<file path="config.mk">
export PLATFORM = sky130hd
export DESIGN_NAME = cam_capture_flat
export DESIGN_NICKNAME = d
export VERILOG_FILES = /design/src/rtl/cam_pkg.sv /design/src/rtl/cam_capture_if.sv /design/src/rtl/sync_edge_det.sv /design/src/rtl/cam_capture.sv /design/src/flat_wrapper.sv
export SDC_FILE = /design/constraint.sdc
export NUM_CORES = 1
export LEC_CHECK = 0
export ABC_AREA = 1
export CAP_MARGIN = 40
export CORE_MARGIN = 2
export CORE_UTILIZATION = 50
export CTS_CLUSTER_DIAMETER = 30
export CTS_CLUSTER_SIZE = 25
export DETAILED_ROUTE_END_ITERATION = 7
export HOLD_SLACK_MARGIN = 0.12
export PLACE_DENSITY = 0.79
export RECOVER_POWER = 100
export SYNTH_ARGS = -nofsm -noshare
export SYNTH_HDL_FRONTEND = slang
export SYNTH_SLANG_ARGS = --single-unit
export TNS_END_PERCENT = 5
</file>
<file path="constraint.sdc">
create_clock -name clk -period 1.7 [get_ports clk]
set_input_delay 0.34 -clock clk [delete_from_list [all_inputs] [get_ports clk]]
set_output_delay 0.34 -clock clk [all_outputs]
set_load 0.02 [all_outputs]
</file>
<file path="src/rtl/cam_pkg.sv">
// Definitions shared by the camera capture stage and the VGA display stage.
package cam_pkg;

    typedef enum logic [1:0] {
        StWaitFrame = 2'd0,
        StSkip      = 2'd1,
        StCapture   = 2'd2,
        StDrop      = 2'd3
    } cam_state_t;

    localparam int unsigned HActiveDef    = 640;
    localparam int unsigned VActiveDef    = 480;
    localparam int unsigned SkipFramesDef = 2;

    // RGB565 field positions within a 16-bit pixel word.
    localparam int unsigned RedMsb = 15;
    localparam int unsigned RedLsb = 11;
    localparam int unsigned GrnMsb = 10;
    localparam int unsigned GrnLsb = 5;
    localparam int unsigned BluMsb = 4;
    localparam int unsigned BluLsb = 0;

    function automatic logic [15:0] pack_rgb565(input logic [7:0] hi, input logic [7:0] lo);
        return {hi, lo};
    endfunction

endpackage

</file>
<file path="src/rtl/cam_capture_if.sv">
// Camera byte port plus FIFO write side, as seen by the capture stage (master).
interface cam_capture_if;

    logic        cam_vsync;
    logic        cam_href;
    logic [7:0]  cam_data;
    logic        full_fifo;
    logic        wr_en;
    logic [15:0] dout;

    modport master (
        input  cam_vsync, cam_href, cam_data, full_fifo,
        output wr_en, dout
    );

    modport slave (
        output cam_vsync, cam_href, cam_data, full_fifo,
        input  wr_en, dout
    );

endinterface

</file>
<file path="src/rtl/sync_edge_det.sv">
// Registers one input and compares against a delayed copy to form edge pulses.
module sync_edge_det (
    input  logic clk,
    input  logic rst,
    input  logic sig_i,
    output logic sig_o,
    output logic rise_o,
    output logic fall_o
);

    logic sig_q;
    logic dly_q;

    always_ff @(posedge clk) begin
        if (rst) begin
            sig_q <= 1'b0;
            dly_q <= 1'b0;
        end else begin
            sig_q <= sig_i;
            dly_q <= sig_q;
        end
    end

    assign sig_o  = sig_q;
    assign rise_o = sig_q & ~dly_q;
    assign fall_o = ~sig_q & dly_q;

endmodule

</file>
<file path="src/rtl/cam_capture.sv">
// Frames the camera byte stream with VSYNC/HREF and writes RGB565 words to the pixel FIFO.
module cam_capture
    import cam_pkg::*;
#(
    parameter int unsigned H_ACTIVE    = HActiveDef,
    parameter int unsigned V_ACTIVE    = VActiveDef,
    parameter int unsigned SKIP_FRAMES = SkipFramesDef
) (
    input  logic          clk,
    input  logic          rst,
    cam_capture_if.master bus,
    output logic          frame_done,
    output logic          overflow,
    output logic [7:0]    frame_count
);

    localparam logic [9:0] XLim    = 10'(H_ACTIVE);
    localparam logic [8:0] YLim    = 9'(V_ACTIVE);
    localparam logic [7:0] SkipLim = 8'(SKIP_FRAMES);

    cam_state_t state_q;
    logic [7:0] skip_q;
    logic [9:0] x_q;
    logic [8:0] y_q;
    logic       phase_q;
    logic [7:0] hi_q;
    logic [7:0] data_q;

    logic vsync_r, vsync_rise, vsync_fall;
    logic href_r, href_rise, href_fall;
    logic       cur_phase;
    logic [9:0] cur_x;
    logic       word_done;
    logic       in_window;

    sync_edge_det u_vsync (
        .clk    (clk),
        .rst    (rst),
        .sig_i  (bus.cam_vsync),
        .sig_o  (vsync_r),
        .rise_o (vsync_rise),
        .fall_o (vsync_fall)
    );

    sync_edge_det u_href (
        .clk    (clk),
        .rst    (rst),
        .sig_i  (bus.cam_href),
        .sig_o  (href_r),
        .rise_o (href_rise),
        .fall_o (href_fall)
    );

    // The first byte of a line is always a high byte, whatever phase the last line left behind.
    always_comb begin
        cur_phase = href_rise ? 1'b0 : phase_q;
        cur_x     = href_rise ? 10'd0 : x_q;
        word_done = href_r & cur_phase & ~vsync_r;
        in_window = (cur_x < XLim) && (y_q < YLim);
    end

    always_ff @(posedge clk) begin
        if (rst) begin
            state_q     <= StWaitFrame;
            skip_q      <= 8'd0;
            x_q         <= 10'd0;
            y_q         <= 9'd0;
            phase_q     <= 1'b0;
            hi_q        <= 8'd0;
            data_q      <= 8'd0;
            bus.wr_en   <= 1'b0;
            bus.dout    <= 16'd0;
            frame_done  <= 1'b0;
            overflow    <= 1'b0;
            frame_count <= 8'd0;
        end else begin
            data_q     <= bus.cam_data;
            bus.wr_en  <= 1'b0;
            frame_done <= 1'b0;

            phase_q <= href_r ? ~cur_phase : cur_phase;
            if (href_r && !cur_phase) begin
                hi_q <= data_q;
            end
            if (word_done && cur_x != '1) begin
                x_q <= cur_x + 10'd1;
            end else begin
                x_q <= cur_x;
            end

            unique case (state_q)
                StWaitFrame: begin
                    if (vsync_fall) begin
                        if (skip_q < SkipLim) begin
                            state_q <= StSkip;
                        end else begin
                            state_q <= StCapture;
                            y_q     <= 9'd0;
                        end
                    end
                end
                StSkip: begin
                    if (vsync_rise) begin
                        skip_q  <= skip_q + 8'd1;
                        state_q <= StWaitFrame;
                    end
                end
                StCapture: begin
                    // Frame end takes priority over a colliding word or a full FIFO.
                    if (vsync_rise) begin
                        frame_done  <= 1'b1;
                        frame_count <= frame_count + 8'd1;
                        state_q     <= StWaitFrame;
                    end else begin
                        if (href_fall && y_q != '1) begin
                            y_q <= y_q + 9'd1;
                        end
                        if (word_done && in_window) begin
                            if (bus.full_fifo) begin
                                overflow <= 1'b1;
                                state_q  <= StDrop;
                            end else begin
                                bus.wr_en <= 1'b1;
                                bus.dout  <= pack_rgb565(hi_q, data_q);
                            end
                        end
                    end
                end
                StDrop: begin
                    if (vsync_rise) begin
                        state_q <= StWaitFrame;
                    end
                end
                default: state_q <= StWaitFrame;
            endcase
        end
    end

endmodule

</file>
<file path="src/flat_wrapper.sv">
// flat-port wrapper written by rule: the top's interface ports become plain ports
module cam_capture_flat import cam_pkg::*;
#(
    parameter int unsigned H_ACTIVE    = HActiveDef,
    parameter int unsigned V_ACTIVE    = VActiveDef,
    parameter int unsigned SKIP_FRAMES = SkipFramesDef
)
  (clk, rst, frame_done, overflow, frame_count, bus_cam_vsync, bus_cam_href, bus_cam_data, bus_full_fifo, bus_wr_en, bus_dout);
  cam_capture_if bus_i ();
  input  logic clk;
  input  logic rst;
  output logic frame_done;
  output logic overflow;
  output logic [7:0] frame_count;
  input wire logic [$bits(bus_i.cam_vsync)-1:0] bus_cam_vsync;
  input wire logic [$bits(bus_i.cam_href)-1:0] bus_cam_href;
  input wire logic [$bits(bus_i.cam_data)-1:0] bus_cam_data;
  input wire logic [$bits(bus_i.full_fifo)-1:0] bus_full_fifo;
  output wire logic [$bits(bus_i.wr_en)-1:0] bus_wr_en;
  output wire logic [$bits(bus_i.dout)-1:0] bus_dout;
  assign bus_i.cam_vsync = bus_cam_vsync;
  assign bus_i.cam_href = bus_cam_href;
  assign bus_i.cam_data = bus_cam_data;
  assign bus_i.full_fifo = bus_full_fifo;
  assign bus_wr_en = bus_i.wr_en;
  assign bus_dout = bus_i.dout;
  cam_capture #(.H_ACTIVE(H_ACTIVE), .V_ACTIVE(V_ACTIVE), .SKIP_FRAMES(SKIP_FRAMES)) u_core (.clk(clk), .rst(rst), .bus(bus_i), .frame_done(frame_done), .overflow(overflow), .frame_count(frame_count));
endmodule
</file>
==> impl_metrics.yaml, run 1 <==
critical_path:
  crit_path_end_kind: "output port"
  critPathKind: "flip-flop to output port"
  slowest_stage: "clkdlybuf4s50_1"
  max_stage_delay_ps: 610
  startpoint: "u_core.bus.dout[13]"
  crit_family: "buffers and inverters"
  worstPathCellList: "clkdlybuf4s50_1"
  crit_fanout: 2
  crit_buf_inv: 1
  crit_arrival_ps: 1320
  reg2reg_from: "u_core.u_href.dly_q"
  start_kind: "flip-flop"
  crit_required_ps: 1360
hold_path:
  min_path_type: "flip-flop to flip-flop"
  holdCritStartpoint: "u_core.bus.dout[10]"
global_route:
  overflow: 0
  first_global_vias: 2824
  grt_max_degree: 47
  grt_first_pass_wirelength_um: 12500
  grt_use_total: 0.211
  antenna_found_initial: 0
clock_tree:
  clock-sinks: 77
  cts_tree: "done"
  clock_path_buffers: 2
  tritoncts.num_buffers: 9
  htree_levels: 3
  hold_buffers: 0
  clk_pin_slew_ps: 90
  insertion_delay_ps: 370
  clockRootBuffer: "clkbuf_8"
synthesis:
  synth_top_family_by_area: "simple AND/OR/NAND/NOR gates"
  synthMuxAreaShare: 0
  synth_nets: 479
  synth-simple-area-share: 0.271
  synth_compound_area_frac: 0.131
  synth_area_leader_cell: "dfxtp_1"
  synth_area_leaders: "dfxtp_1 46%, nor2_1 8.7%, nand2_1 8.0%"
  ys_seq_area_frac: 0.457
  ys_types: 31
  synth_cells: 459
  synthXorXnorAreaFrac: 0.0208
  ys_ff_latch: 77
  avgSynthCellArea_sq_um: 7.34
  synthAdderAreaFrac: 0.0260
  synth_area_sq_um: 3370
  yosys_warnings: 0
  synth_top_area_frac: 0.457
route:
  drtPass1Iterations: 4
  drcViolationCount: 0
  wl_per_cell_um: 12.7
  wl_um: 7580
  vias: 3065
  vias_per_cell: 5.13
  ant_nets: 0
  drtIter0Drc: 126
die:
  die_area_sq_um: 7410
  initial_utilization: 0.525
  ioPinCount: 40
  die_h_um: 86.1
  die_w_um: 86.1
  rows: 29
  core_area_sq_um: 6420
timing:
  slew_violations: 0
  worst_pin_slew_ps: 338
  rsz0062_at_grt: "yes"
  finalSetupTns_ps: 0
  whs_ps: 446
  setup_viol: 0
  finalCritPeriodShare: 0.979
  setup_ws_ps: 35.0
  hold_violations: 0
  finalClockSkew_ps: 11.0
  timing.final.crit_period_ps: 1660
  slew_headroom: 0.773
  fmax_mhz: 601
job:
  drv_cap: 0
run_status:
  status: "complete, no violations"
placed_design:
  post-place-ws_ps: 1.77
  dp_hpwl_um: 5020
  gp_congestion: 0.792
  numPortBuffers: 39
  placed_cell_area_sq_um: 3960
final_layout:
  area_delta_synth_final_pct: 26.9
  layout-drive-gt1-share: 0.167
  nNetsFinal: 536
  num-fill-cells: 523
  num_antenna_cells: 0
  fin_area_sq_um: 4280
pwr:
  power.leakage_nw: 1.80
  power-per-cell-area_nw_per_um2: 951
  peakVddDrop_mv: 0.554
  totalPowerFinal_w: 0.00407
cell type report:
class	count	area, sq um	area share
Clock buffer	9	124	0.0289
Clock inverter	7	78.8	0.0184
Inverter	66	248	0.0579
Multi-Input combinational cell	303	1590	0.371
Sequential cell	77	1550	0.363
Tap cell	77	96.3	0.0225
Timing Repair Buffer	59	592	0.138
state kept, by name (all words and copies together) (netlist names):
register / flops
u_core.data_q: 8
u_core.hi_q: 8
u_core.skip_q: 8
u_core.frame_count: 8
u_core.state_q: 2
u_core.frame_done: 1
u_core.bus.dout: 16
u_core.u_vsync.sig_o: 1
u_core.overflow: 1
u_core.x_q: 10
u_core.u_href.sig_o: 1
u_core.u_vsync.dly_q: 1
u_core.y_q: 9
u_core.u_href.dly_q: 1
u_core.bus.wr_en: 1
u_core.phase_q: 1
routing by layer:
metal  GRT usage  part of all wire
met3      0.0385             0.042
met5           0                 0
met2       0.359              0.50
met1       0.256              0.44
met4       0.104             0.021
power by group:
part / switching (W) / leakage [nW] / total, W / internal, W
logic: 0.000382 / 1.06 / 0.000627 / 0.000245
clock network: 0.000774 / 0.105 / 0.00148 / 0.000702
registers: 0.0000709 / 0.628 / 0.00197 / 0.00190
metrics by stage:
| step | utilization | std cells |
|---|---|---|
| global route | 0.666 | 598 |
| detailed placement | 0.616 | 581 |
| global placement | 0.616 | 581 |
| finish | 0.666 | 598 |
| CTS | 0.647 | 597 |
| floorplan | - | 459 |
cells in the mapped netlist (all sizes together):
library cell and instances:
dfxtp 77, o21a 1, clkinv 1, clkbuf 6
ha 7, nand4 2, a21oi 42, nor3b 5
nand3b 1, nor2 82, nor4 1, xnor2 3
inv 65, xor2 5, nor3 13, buf 7
nand3 23, o21ai 43, nand2 75
cells in the final DEF (no fill, tap or decap), types with 2 or more instances in the layout:
cell             instances
a21oi_1                 39
a21oi_2                  3
buf_12                   2
buf_4                   14
buf_6                    4
clkbuf_8                 9
clkdlybuf4s50_1         27
dfxtp_1                 73
dfxtp_2                  2
dfxtp_4                  2
dlygate4sd2_1            5
dlymetal6s2s_1           7
ha_1                     5
inv_1                   54
inv_2                   11
inv_6                    5
nand2_1                 68
nand2_2                  6
nand3_1                 16
nand3_2                  7
nand4_1                  2
nor2_1                  74
nor2_2                   4
nor2_4                   4
nor3_1                   9
nor3_2                   4
nor3b_1                  5
o21ai_0                 24
o21ai_1                 15
o21ai_2                  4
xnor2_1                  3
xor2_1                   5
final timing paths:
path                                       endpoint  slack, ps  cells past startpoint
worst max-delay path                   bus_dout[13]         40                      1
worst min-delay path            u_core.bus.dout[10]        450                      2
worst max register to register        u_core.x_q[2]         50                     15
worst min register to register  u_core.bus.dout[10]        450                      2
repair_timing:
| action | in CTS | in global routing |
|---|---|---|
| endpoints found under the setup margin | 8 | 44 |
| pin swaps | 0 | 4 |
| setup buffers | 0 | 1 |
| hold endpoints to repair | 0 | 0 |
| resized for setup | 7 | 45 |
cells by family (layout without fill, tap and decap cells):
| kind of cell | count (synthesis) | count (layout) |
|---|---|---|
| and+or+nand+nor | 202 | 202 |
| AOI/OAI and AO/OA | 86 | 86 |
| buffers and inverters | 79 | 141 |
| DFF | 77 | 77 |
| xor gates and xnor gates | 8 | 8 |
| adders and majority gates | 7 | 7 |
No activity file was read; power rests on OpenSTA's default activity.
==> inputs of run 2 (changes only) <==
--- a/config.mk
+++ b/config.mk
@@ -7,12 +7,14 @@
 export LEC_CHECK = 0
 export ABC_AREA = 1
 export CAP_MARGIN = 40
+export CORE_ASPECT_RATIO = 0.5
 export CORE_MARGIN = 2
 export CORE_UTILIZATION = 50
-export CTS_CLUSTER_DIAMETER = 30
+export CTS_CLUSTER_DIAMETER = 60
 export CTS_CLUSTER_SIZE = 25
 export DETAILED_ROUTE_END_ITERATION = 7
 export HOLD_SLACK_MARGIN = 0.12
+export MAX_ROUTING_LAYER = met4
 export PLACE_DENSITY = 0.79
 export RECOVER_POWER = 100
 export SYNTH_ARGS = -nofsm -noshare
==> run 2 against run 1 <==
  * The flow now finishes with violations (setup timing)
  * Largest power group unchanged
  * Clock skew is 1.9 ps lower
  * Critical path type is now flip-flop to flip-flop
  * Fmax shrank 3.4%
  * Highest routed layer unchanged
  * Worst hold slack got worse by 3.8 ps
  * Critical path depth increased by 13
  * Critical endpoint is now u_core.x_q[4]
  * Routed wire length rose by 4.3%
==> impl_metrics.yaml, run 2 (same netlist as run 1, synthesis figures left out) <==
timing:
  rsz0062_at_grt: "yes"
  fmax_mhz: 580
  worst_pin_slew_ps: 686
  finalClockSkew_ps: 9.12
  slew_violations: 0
  setup_ws_ps: -23.7
  timing.final.crit_period_ps: 1720
  finalSetupTns_ps: -56.9
  setup_viol: 5
  finalCritPeriodShare: 1.01
  hold_violations: 0
  slew_headroom: 0.543
  whs_ps: 442
critical_path:
  worst-r2r-setup-slack_ps: -20
  worst_r2r_path_depth: 14
  critPathKind: "flip-flop to flip-flop"
  crit_arrival_ps: 1950
  crit_fanout: 7
  crit_required_ps: 1930
  crit_path_end_kind: "flip-flop"
  start_kind: "flip-flop"
pwr:
  power.leakage_nw: 1.75
  power-per-cell-area_nw_per_um2: 978
  p_sw_w: 0.00127
  switching_share: 0.285
  intPower_w: 0.00318
  pwr-share-comb: 0.146
  peakVddDrop_mv: 0.572
  power_frac_seq: 0.445
  pwr-share-clk: 0.409
global_route:
  grt_first_pass_wirelength_um: 11300
  first_global_vias: 2560
  overflow: 0
  grt_max_degree: 35
  grt_use_total: 0.203
  antenna_found_initial: 0
clock_tree:
  clk_pin_slew_ps: 60
  clock_path_buffers: 2
  insertion_delay_ps: 340
  cts_tree: "done"
  clock-sinks: 77
  clockRootBuffer: "clkbuf_16"
  htree_levels: 3
  tritoncts.num_buffers: 9
route:
  vias: 3127
  wl_um: 7900
  ant_nets: 0
  drcViolationCount: 0
  wl_per_cell_um: 12.7
  drtPass1Iterations: 5
  vias_per_cell: 5.02
  drtIter0Drc: 186
placed_design:
  numPortBuffers: 39
  gp_congestion: 0.837
  dp_hpwl_um: 4770
  dpl.cell_count: 598
die:
  rows: 21
  ioPinCount: 40
  die_h_um: 62.1
  core_area_sq_um: 6600
  die_area_sq_um: 7450
  initial_utilization: 0.511
  die_w_um: 120
final_layout:
  final_common_cell: "nor2_1"
  regArea_sq_um: 1550
  layout-drive-gt1-share: 0.198
  largest_reg_flops: 16
  nNetsFinal: 546
  utilization: 0.689
  top_register: "u_core.bus.dout"
  multiInputGateArea_sq_um: 1670
  num-fill-cells: 505
  layout_common_cells: "75 x nor2_1, 73 x dfxtp_1, 68 x nand2_1"
  area_delta_synth_final_pct: 34.9
  top_regs: "u_core.bus.dout x16, u_core.x_q x10, u_core.y_q x9"
  fin_cells: 623
  num_antenna_cells: 0
run_status:
  status: "finished with violations"
  violations: "setup timing"
hold_path:
  whs_path_depth: 2
  min_path_type: "flip-flop to flip-flop"
job:
  drv_cap: 0
-- run 2: cell types whose count changed in the layout (fill, tap and decap cells not counted), moves of 4 or more --
cell             previous run  this run
clkbuf_16                   0        12
clkbuf_8                    9         0
buf_4                      14        21
clkdlybuf4s50_1            27        34
dlymetal6s2s_1              7         0
clkbuf_1                    0         4
dlygate4sd2_1               5         1
-- run 2: per-layer routing --
| layer | global-route usage | wire length [um] | up-vias | share of wire |
|---|---|---|---|---|
| met4 | 0.0605 | 137 | 0 | 0.017 |
| met5 | - | 0 | - | 0 |
| li1 | - | - | 1600 | - |
| met2 | 0.351 | 3810 | 71 | 0.48 |
| met3 | 0.0611 | 354 | 13 | 0.045 |
| met1 | 0.235 | 3600 | 1443 | 0.46 |
-- run 2: stage by stage --
step	area, sq um	total power, W	worst slack, ps
after detailed placement	3980	0.00259	-62.6
final	4550	0.00445	-23.7
after global placement	3980	0.00258	-5.92
after CTS	4270	0.00439	-7.43
after global routing	4550	0.00466	-127
after floorplan	3370	0.00240	11.7
-- run 2: power groups by stage --
stage / combinational [W] / sequential (W) / clock, W
after global routing: 0.000744 / 0.00199 / 0.00192
final: 0.000650 / 0.00198 / 0.00182
after CTS: 0.000590 / 0.00196 / 0.00184
after global placement: 0.000581 / 0.00200 / 0
after floorplan: 0.000392 / 0.00200 / 0
after detailed placement: 0.000586 / 0.00200 / 0
-- run 2: critical path, cell delays in order, from the launching register on --
cell	delay [ps]
dfxtp_4	370
inv_4	70
nor2_4	40
nor2_4	130
ha_4	160
nand2_2	50
inv_2	60
nand3_4	80
nor2_2	130
nand2_1	80
nand2_2	130
buf_6	150
o21ai_2	60
nand2_1	60
nor2_1	40
-- run 2: path summary, 6_finish.rpt --
| path | startpoint | to |
|---|---|---|
| worst max register to register | u_core.u_href.sig_o | u_core.x_q[4] |
| worst max-delay path | u_core.u_href.sig_o | u_core.x_q[4] |
| worst min-delay path | u_core.bus.dout[14] | u_core.bus.dout[14] |
| worst min register to register | u_core.bus.dout[14] | u_core.bus.dout[14] |
-- run 2: area by class of cell --
cell class	count	area share
Inverter	66	0.0562
Timing Repair Buffer	69	0.147
Sequential cell	77	0.341
Multi-Input combinational cell	303	0.367
Tap cell	92	0.0253
Clock inverter	7	0.0135
Clock buffer	9	0.0495
-- run 2: what timing repair did --
item,CTS,global route
cloned,0,3
hold buffers,0,0
endpoints found under the setup margin,14,41
gates resized for setup,7,63
setup buffers,0,6
pin swaps,0,15
==> inputs of run 3 (changes only) <==
--- a/config.mk
+++ b/config.mk
@@ -17,6 +17,7 @@
 export MAX_ROUTING_LAYER = met4
 export PLACE_DENSITY = 0.79
 export RECOVER_POWER = 100
+export SETUP_SLACK_MARGIN = 0.1
 export SYNTH_ARGS = -nofsm -noshare
 export SYNTH_HDL_FRONTEND = slang
 export SYNTH_SLANG_ARGS = --single-unit
==> run 3 against run 2 <==
  * The run still ends with setup timing left
  * Sequential share of layout area decreased by 0.47 points
  * Utilization rose by 0.97 points
  * Die area did not move
  * Largest cell class unchanged
==> impl_metrics.yaml, run 3 (same netlist as run 1, synthesis figures left out) <==
die:
  ioPinCount: 40
  initial_utilization: 0.511
  die_h_um: 62.1
  rows: 21
  core_area_sq_um: 6600
  die_area_sq_um: 7450
  die_w_um: 120
placed_design:
  numPortBuffers: 39
  dp_hpwl_um: 4730
  gp_congestion: 0.838
pwr:
  switching_share: 0.291
  pwr-share-comb: 0.154
  power.leakage_nw: 1.92
  power-per-cell-area_nw_per_um2: 972
  p_sw_w: 0.00130
  intPower_w: 0.00318
  power_frac_seq: 0.442
  peakVddDrop_mv: 0.705
  pwr-share-clk: 0.403
final_layout:
  multiInputGateArea_sq_um: 1730
  regArea_sq_um: 1550
  layout-drive-gt1-share: 0.228
  top_regs: "u_core.bus.dout x16, u_core.x_q x10, u_core.y_q x9"
  num_antenna_cells: 0
  top_register: "u_core.bus.dout"
  num-fill-cells: 485
  nNetsFinal: 546
  final_common_cell: "dfxtp_1"
  largest_reg_flops: 16
  layout_common_cells: "73 x dfxtp_1, 69 x nor2_1, 61 x nand2_1"
  utilization: 0.699
  area_delta_synth_final_pct: 36.7
clock_tree:
  tritoncts.num_buffers: 9
  clockRootBuffer: "clkbuf_16"
  clock-sinks: 77
  cts_tree: "done"
  insertion_delay_ps: 340
  clock_path_buffers: 2
  clk_pin_slew_ps: 60
  htree_levels: 3
timing:
  finalClockSkew_ps: 8.78
  slew_violations: 0
  slew_headroom: 0.751
  fmax_mhz: 577
  setup_ws_ps: -31.9
  finalSetupTns_ps: -32.6
  worst_pin_slew_ps: 373
  hold_violations: 0
  finalCritPeriodShare: 1.02
  timing.final.crit_period_ps: 1730
  rsz0062_at_grt: "yes"
  setup_viol: 3
hold_path:
  min_to: "u_core.bus.dout[3]"
  holdCritStartpoint: "u_core.bus.dout[3]"
  whs_path_depth: 2
  min_path_type: "flip-flop to flip-flop"
route:
  vias_per_cell: 5.13
  drtPass1Iterations: 5
  drcViolationCount: 0
  wl_per_cell_um: 13.7
  ant_nets: 0
  drtIter0Drc: 190
  vias: 3195
  wl_um: 8510
critical_path:
  crit_required_ps: 1960
  critPathKind: "flip-flop to flip-flop"
  crit_path_end_kind: "flip-flop"
  r2r-end: "u_core.x_q[0]"
  crit_fanout: 6
  start_kind: "flip-flop"
  worst_r2r_path_depth: 13
  worst-r2r-setup-slack_ps: -30
  crit_arrival_ps: 1990
  reg2reg_from: "u_core.u_href.sig_o"
global_route:
  antenna_found_initial: 0
  grt_first_pass_wirelength_um: 11800
  grt_use_total: 0.209
  grt_max_degree: 47
  first_global_vias: 2724
  overflow: 0
job:
  drv_cap: 0
run_status:
  violations: "setup timing"
  status: "finished with violations"
run 3: how the worst max path moves through the flow:
stage                        start            end  slack (ps)
2_1_floorplan        u_core.y_q[0]  u_core.y_q[8]          70
3_3_place_gp   u_core.u_href.sig_o  u_core.x_q[9]          30
3_5_place_dp   u_core.u_href.sig_o  u_core.x_q[8]         -60
4_1_cts        u_core.u_href.sig_o  u_core.x_q[4]          70
5_1_grt        u_core.u_href.dly_q  u_core.x_q[0]        -100
6_report       u_core.u_href.sig_o  u_core.x_q[0]         -30
run 3: worst max-delay path, stage by stage, from the launching register on:
cell and delay, ps:
dfxtp_4 360, inv_2 80, nor2_4 50, nor2_4 110, ha_4 150, nand2_1 60, inv_1 70, nand3_2 80
nor2_2 140, nand2_2 100, nand2_4 150, buf_6 120, o21ai_1 50, a21oi_1 140
run 3: power groups by stage:
stage	Combinational (W)	Clock, W	Sequential [W]
global route	0.000768	0.00191	0.00199
detailed placement	0.000593	0	0.00200
finish	0.000691	0.00181	0.00198
CTS	0.000616	0.00183	0.00196
global placement	0.000582	0	0.00200
floorplan	0.000395	0	0.00200
run 3: final cells by class:
class / count / share of cell area
Clock inverter: 7 / 0.0125
Inverter: 66 / 0.0548
Tap cell: 92 / 0.0250
Sequential cell: 77 / 0.337
Multi-Input combinational cell: 304 / 0.376
Timing Repair Buffer: 68 / 0.146
Clock buffer: 9 / 0.0489
run 3: what timing repair did:
action | CTS | global route
pin swaps | 8 | 23
gates cloned | 1 | 3
endpoints found under the setup margin | 47 | 38
setup buffers | 6 | 3
gates resized for setup | 46 | 46
hold buffers | 0 | 0
run 3: layer usage:
metal / track usage / wire length, um / part of all wire / vias up
met5: - / 0 / 0 / -
met3: 0.0575 / 322 / 0.038 / 13
met4: 0.0790 / 136 / 0.016 / 0
li1: - / - / - / 1597
met2: 0.372 / 4390 / 0.52 / 84
met1: 0.234 / 3660 / 0.43 / 1501
run 3: per-stage QoR:
step	instances	cell area, sq um	power, W	hold WS (ps)	setup WS (ps)
3_3_place_gp	594	3990	0.00258	431	31.4
3_5_place_dp	594	3990	0.00259	437	-64.6
4_1_cts	617	4350	0.00440	443	66.0
6_report	623	4610	0.00448	439	-31.9
2_1_floorplan	459	3410	0.00240	440	74.4
5_1_grt	623	4610	0.00467	456	-99.6
==> RTL change 1 (config.mk and constraints of run 2) <==
Make the reset (`rst`) asynchronous in 2 clocked blocks.
--- a/src/rtl/sync_edge_det.sv
+++ b/src/rtl/sync_edge_det.sv
@@ -11,7 +11,7 @@
     logic sig_q;
     logic dly_q;
 
-    always_ff @(posedge clk) begin
+    always_ff @(posedge clk or posedge rst) begin
         if (rst) begin
             sig_q <= 1'b0;
             dly_q <= 1'b0;
--- a/src/rtl/cam_capture.sv
+++ b/src/rtl/cam_capture.sv
@@ -59,7 +59,7 @@
         in_window = (cur_x < XLim) && (y_q < YLim);
     end
 
-    always_ff @(posedge clk) begin
+    always_ff @(posedge clk or posedge rst) begin
         if (rst) begin
             state_q     <= StWaitFrame;
             skip_q      <= 8'd0;
Function: differs if rst is asserted again (counterexample within 10 cycles, from zero or initial values and one cycle with rst high); with rst held inactive, the same outputs for 10 cycles.
==> RTL change 1 against run 2 <==
The flow still finishes with violations (setup timing); wire length shrank 10%; area after synthesis increased by 7.8%; clock skew shrank 0.0037 ns; final area grew 1.6%; global-route usage shrank 0.12 points; largest cell class is now sequential cells; worst setup slack got worse by 0.15 ns; sequential cell count stayed put; via count is 12% lower; critical endpoint is now u_core.y_q[8]$_DFFE_PP0P_.
Power is not compared: it rests on default switching activity, and its combinational part moved more than twofold at a synthesized area within 25%.
==> RTL change 1: results (changes against run 2) <==
Timing
The number of setup violations in the final report is 15 (+10). The worst-case clock skew is 0.00546 ns (-0.00366 ns). The final worst-path setup slack is -0.178 ns (-0.155 ns).

Logic synthesis
The most used flip-flop cell after synthesis is sky130_fd_sc_hd__dfrtp_1. The number of cells produced by synthesis is 387 (-16%). The post-synthesis sequential area ratio is 53.0% (+7.3 points). Ranked by total cell area, the synthesized netlist is headed by sky130_fd_sc_hd__dfrtp_1 (53%), sky130_fd_sc_hd__nand2_1 (12%), sky130_fd_sc_hd__o21ai_2 (4.6%), sky130_fd_sc_hd__xor2_1 (4.3%), sky130_fd_sc_hd__inv_1 (4.1%).

The area fraction in compound gates after synthesis is 7.19% (-5.9 points). The fraction of synthesized cell area in xor and xnor cells is 5.30% (+3.2 points). The adder-cell share of the synthesized area is 2.41% (-0.19 points).

Global routing
The met2 usage in global routing is 32.6% (-2.6 points). The global-route total usage across every layer is 20.2% (-0.12 points). The met1 capacity usage during global routing is 24.6% (+1.1 points).

The largest net degree at the start of global routing is 78 (+120%). The global-route wire length before repair was 12400 um (+9.7%).

Final layout
The number of cells in the finished layout apart from fillers was 561 (-10%). The ratio of cells with drive above 1 in the final layout is 21.5% (+1.8 points). The area of all placed cells without fillers is 4620 um2 (+1.6%). The final net count is 484 (-11%).

Setup path
The minimum setup slack among reg-to-reg paths is -0.18 ns (-0.15 ns). The cell with the biggest individual delay on the critical path is sky130_fd_sc_hd__dfrtp_1. The biggest cell delay along the critical path is 0.40 ns (+0.03 ns). The critical path arrival came to 2.11 ns (+0.16 ns).

The endpoint of the most critical setup path is u_core.y_q[8]$_DFFE_PP0P_.

Place
The number of placed instances, taps included is 531 (-11%). The final HPWL from detailed placement is 4430 um (-7.3%).

Drt
The routed wire length per instance is 12.6 um (-0.39%). The detailed-routing iteration count for the pre-antenna-repair pass is 4 (-1). The vias after detailed routing is 2763 (-12%). The initial DRC count is 219 (+18%).

The wire length on met2 was 3380 um (-11%). The total routed wire length on the met1 layer was 3310 um (-8.0%).

Run status
The run finished, with violations left. The final reports fail on setup timing.

Hold path
The depth of the worst hold-timing path is 0 (-2).
RTL change 1: cell count changes in the layout (fill, tap and decap cells not counted), sizes merged, moves of 9 or more:
cell           change
nor3              -10
nand2             +47
a21oi             -41
inv               -25
dfxtp             -77
dlygate4sd3       +11
xor2              +13
o21ai              -9
clkdlybuf4s50     -14
nor2              -51
dfrtp             +77
RTL change 1: final cells by class:
type	instances	share of cell area [%]
clock inverters	6	1.38
inverters	46	3.93
multi-input cells	261	32.6
repair buffers	69	12.8
flip-flops and latches	77	41.8
well taps	92	2.49
clock buffers	10	4.96
RTL change 1: power groups by stage:
stage	sequential [mW]	clock (mW)	combinational, mW
global placement	2.42	0	1.67
finish	2.40	1.89	1.82
global route	2.45	1.98	2.02
CTS	2.41	1.92	1.83
floorplan	2.62	0	0.974
detailed placement	2.43	0	1.72
RTL change 1: repair_timing:
item,CTS,global route
setup endpoints to repair,34,39
pin swaps,10,8
resized for setup,20,12
gates cloned,3,0
buffers inserted,8,3
==> RTL change 2 (config.mk and constraints of run 2) <==
Without the edit above. Take the reset off `data_q` and load it in a clocked block of its own.
--- a/src/rtl/cam_capture.sv
+++ b/src/rtl/cam_capture.sv
@@ -67,14 +67,12 @@
             y_q         <= 9'd0;
             phase_q     <= 1'b0;
             hi_q        <= 8'd0;
-            data_q      <= 8'd0;
             bus.wr_en   <= 1'b0;
             bus.dout    <= 16'd0;
             frame_done  <= 1'b0;
             overflow    <= 1'b0;
             frame_count <= 8'd0;
         end else begin
-            data_q     <= bus.cam_data;
             bus.wr_en  <= 1'b0;
             frame_done <= 1'b0;
 
@@ -136,5 +134,9 @@
         end
     end
 
+    always_ff @(posedge clk) begin
+        data_q <= bus.cam_data;
+    end
+
 endmodule
 
Behaviour: same outputs for any inputs over 10 cycles, from zero or initial values and one cycle with rst high; that may be too few to reach the edited logic, so the function may still have changed.
==> RTL change 2 against run 2 <==
The flow still finishes with violations (setup timing); synthesized cell count decreased by 2.8%; sequential share of layout area is 0.54 points lower; worst setup slack got worse by 0.011 ns; largest power group unchanged; total power decreased by 3.1%; count of clock-buffer cells in the layout rose by 1; highest routed layer unchanged; sequential cell count stayed put; wire length is 2.2% lower; sequential power shrank 3%; combinational power down 29%; area after synthesis is 4.0% higher; final area grew 1.4%.
==> RTL change 2: results (changes against run 2) <==
Logic synthesis
The adder-cell share of the synthesized area is 2.50% (-0.10 points). The post-synthesis sequential area ratio is 44.0% (-1.8 points). The number of cells produced by synthesis is 446 (-2.8%). The fraction of synthesized cell area in xor and xnor cells is 2.00% (-0.080 points).

The total nets after synthesis is 466 (-2.7%). Yosys attributes the largest share of cell area to sky130_fd_sc_hd__dfxtp_1 (44%), sky130_fd_sc_hd__nand2_1 (7.2%), sky130_fd_sc_hd__nor2_1 (7.2%), sky130_fd_sc_hd__inv_1 (5.5%), sky130_fd_sc_hd__a21oi_2 (5.0%). The unique cell type count in the Yosys netlist is 34 (+9.7%). The area fraction in compound gates after synthesis is 15.2% (+2.2 points). The commonest cells after synthesis are sky130_fd_sc_hd__dfxtp_1 (77), sky130_fd_sc_hd__nand2_1 (67), sky130_fd_sc_hd__nor2_1 (67).

Place
The number of placed instances, taps included is 591 (-1.2%). The worst slack at placement is -0.0622 ns (+0.000422 ns). The cell area after placement is 4180 um2 (+5.0%). The final HPWL from detailed placement is 5000 um (+4.6%).

Power
The sequential power came to 1.93 mW (-3%). The combinational cell power is 0.464 mW (-29%). The worst voltage drop across the vdd grid is 0.734 mV (+28%). The static leakage is 1.74 nW (-0.39%).

The total power divided by cell area is 935 nW/um2 (-4.4%).

Setup path
The end of the worst register-to-register path is u_core.bus.dout[13]$_SDFFE_PP0P_. The maximum net fanout on the critical path was 17 (+10). The biggest cell delay along the critical path is 0.39 ns (+0.02 ns). The cell with the biggest individual delay on the critical path is sky130_fd_sc_hd__dfxtp_1. In this run the worst setup path begins at u_core.state_q[1]$_SDFFE_PP0P_. The worst-case reg-to-reg path depth is 8 (-6).

Run status
The flow ran to the end, but the final reports show violations. The final reports fail on setup timing.

Timing
The worst-case clock skew came to 0.00492 ns (-0.00419 ns). The post-route setup TNS is -0.447 ns (-0.390 ns). The final hold slack is 0.448 ns (+0.00581 ns).

The number of setup violations in the final report is 20 (+15). The final worst-path setup slack is -0.0352 ns (-0.0115 ns).

Global routing
The via count of the first global-routing pass was 2928 (+14%). The largest net degree at the start of global routing came to 47 (+34%).

Drt
The detailed-routing iteration count for the pre-antenna-repair pass is 4 (-1). The vias after detailed routing is 3038 (-2.8%). The aggregate routed wire length is 7730 um (-2.2%).

Clock network
The number of gates resized after cts is 12 (+5). The post-CTS repair timing setup buffer count is 3 (+3).

Final layout
The final net count was 536 (-1.8%). The ratio of cells with drive above 1 in the final layout is 26.2% (+6.4 points).

Hold path
The launch point of the worst hold path is u_core.bus.dout[3]$_SDFFE_PP0P_.
[RTL change 2: changes by cell type after synthesis, moves of 9 or more]
cell	delta
sky130_fd_sc_hd__a21oi_1	-21
sky130_fd_sc_hd__a21oi_2	+20
sky130_fd_sc_hd__o21ai_0	-14
sky130_fd_sc_hd__o21ai_1	+12
sky130_fd_sc_hd__nor2_1	-11
sky130_fd_sc_hd__inv_1	-9
[RTL change 2: metal layers]
| metal | GRT usage [%] | part of all wire [%] | vias up |
|---|---|---|---|
| li1 | - | - | 1565 |
| met1 | 24.9 | 45 | 1375 |
| met2 | 35.0 | 47 | 82 |
| met3 | 7.79 | 5.8 | 16 |
| met4 | 11.5 | 2.0 | 0 |
| met5 | - | 0 | - |
[RTL change 2: cell type report]
class                      count  area (um2)
fill                         526        2120
multi-input combinational    295        1750
sequential                    77        1550
timing repair buffer          72         658
clock buffer                  10         239
inverter                      61         234
tap                           92         115
clock inverter                 5        61.3
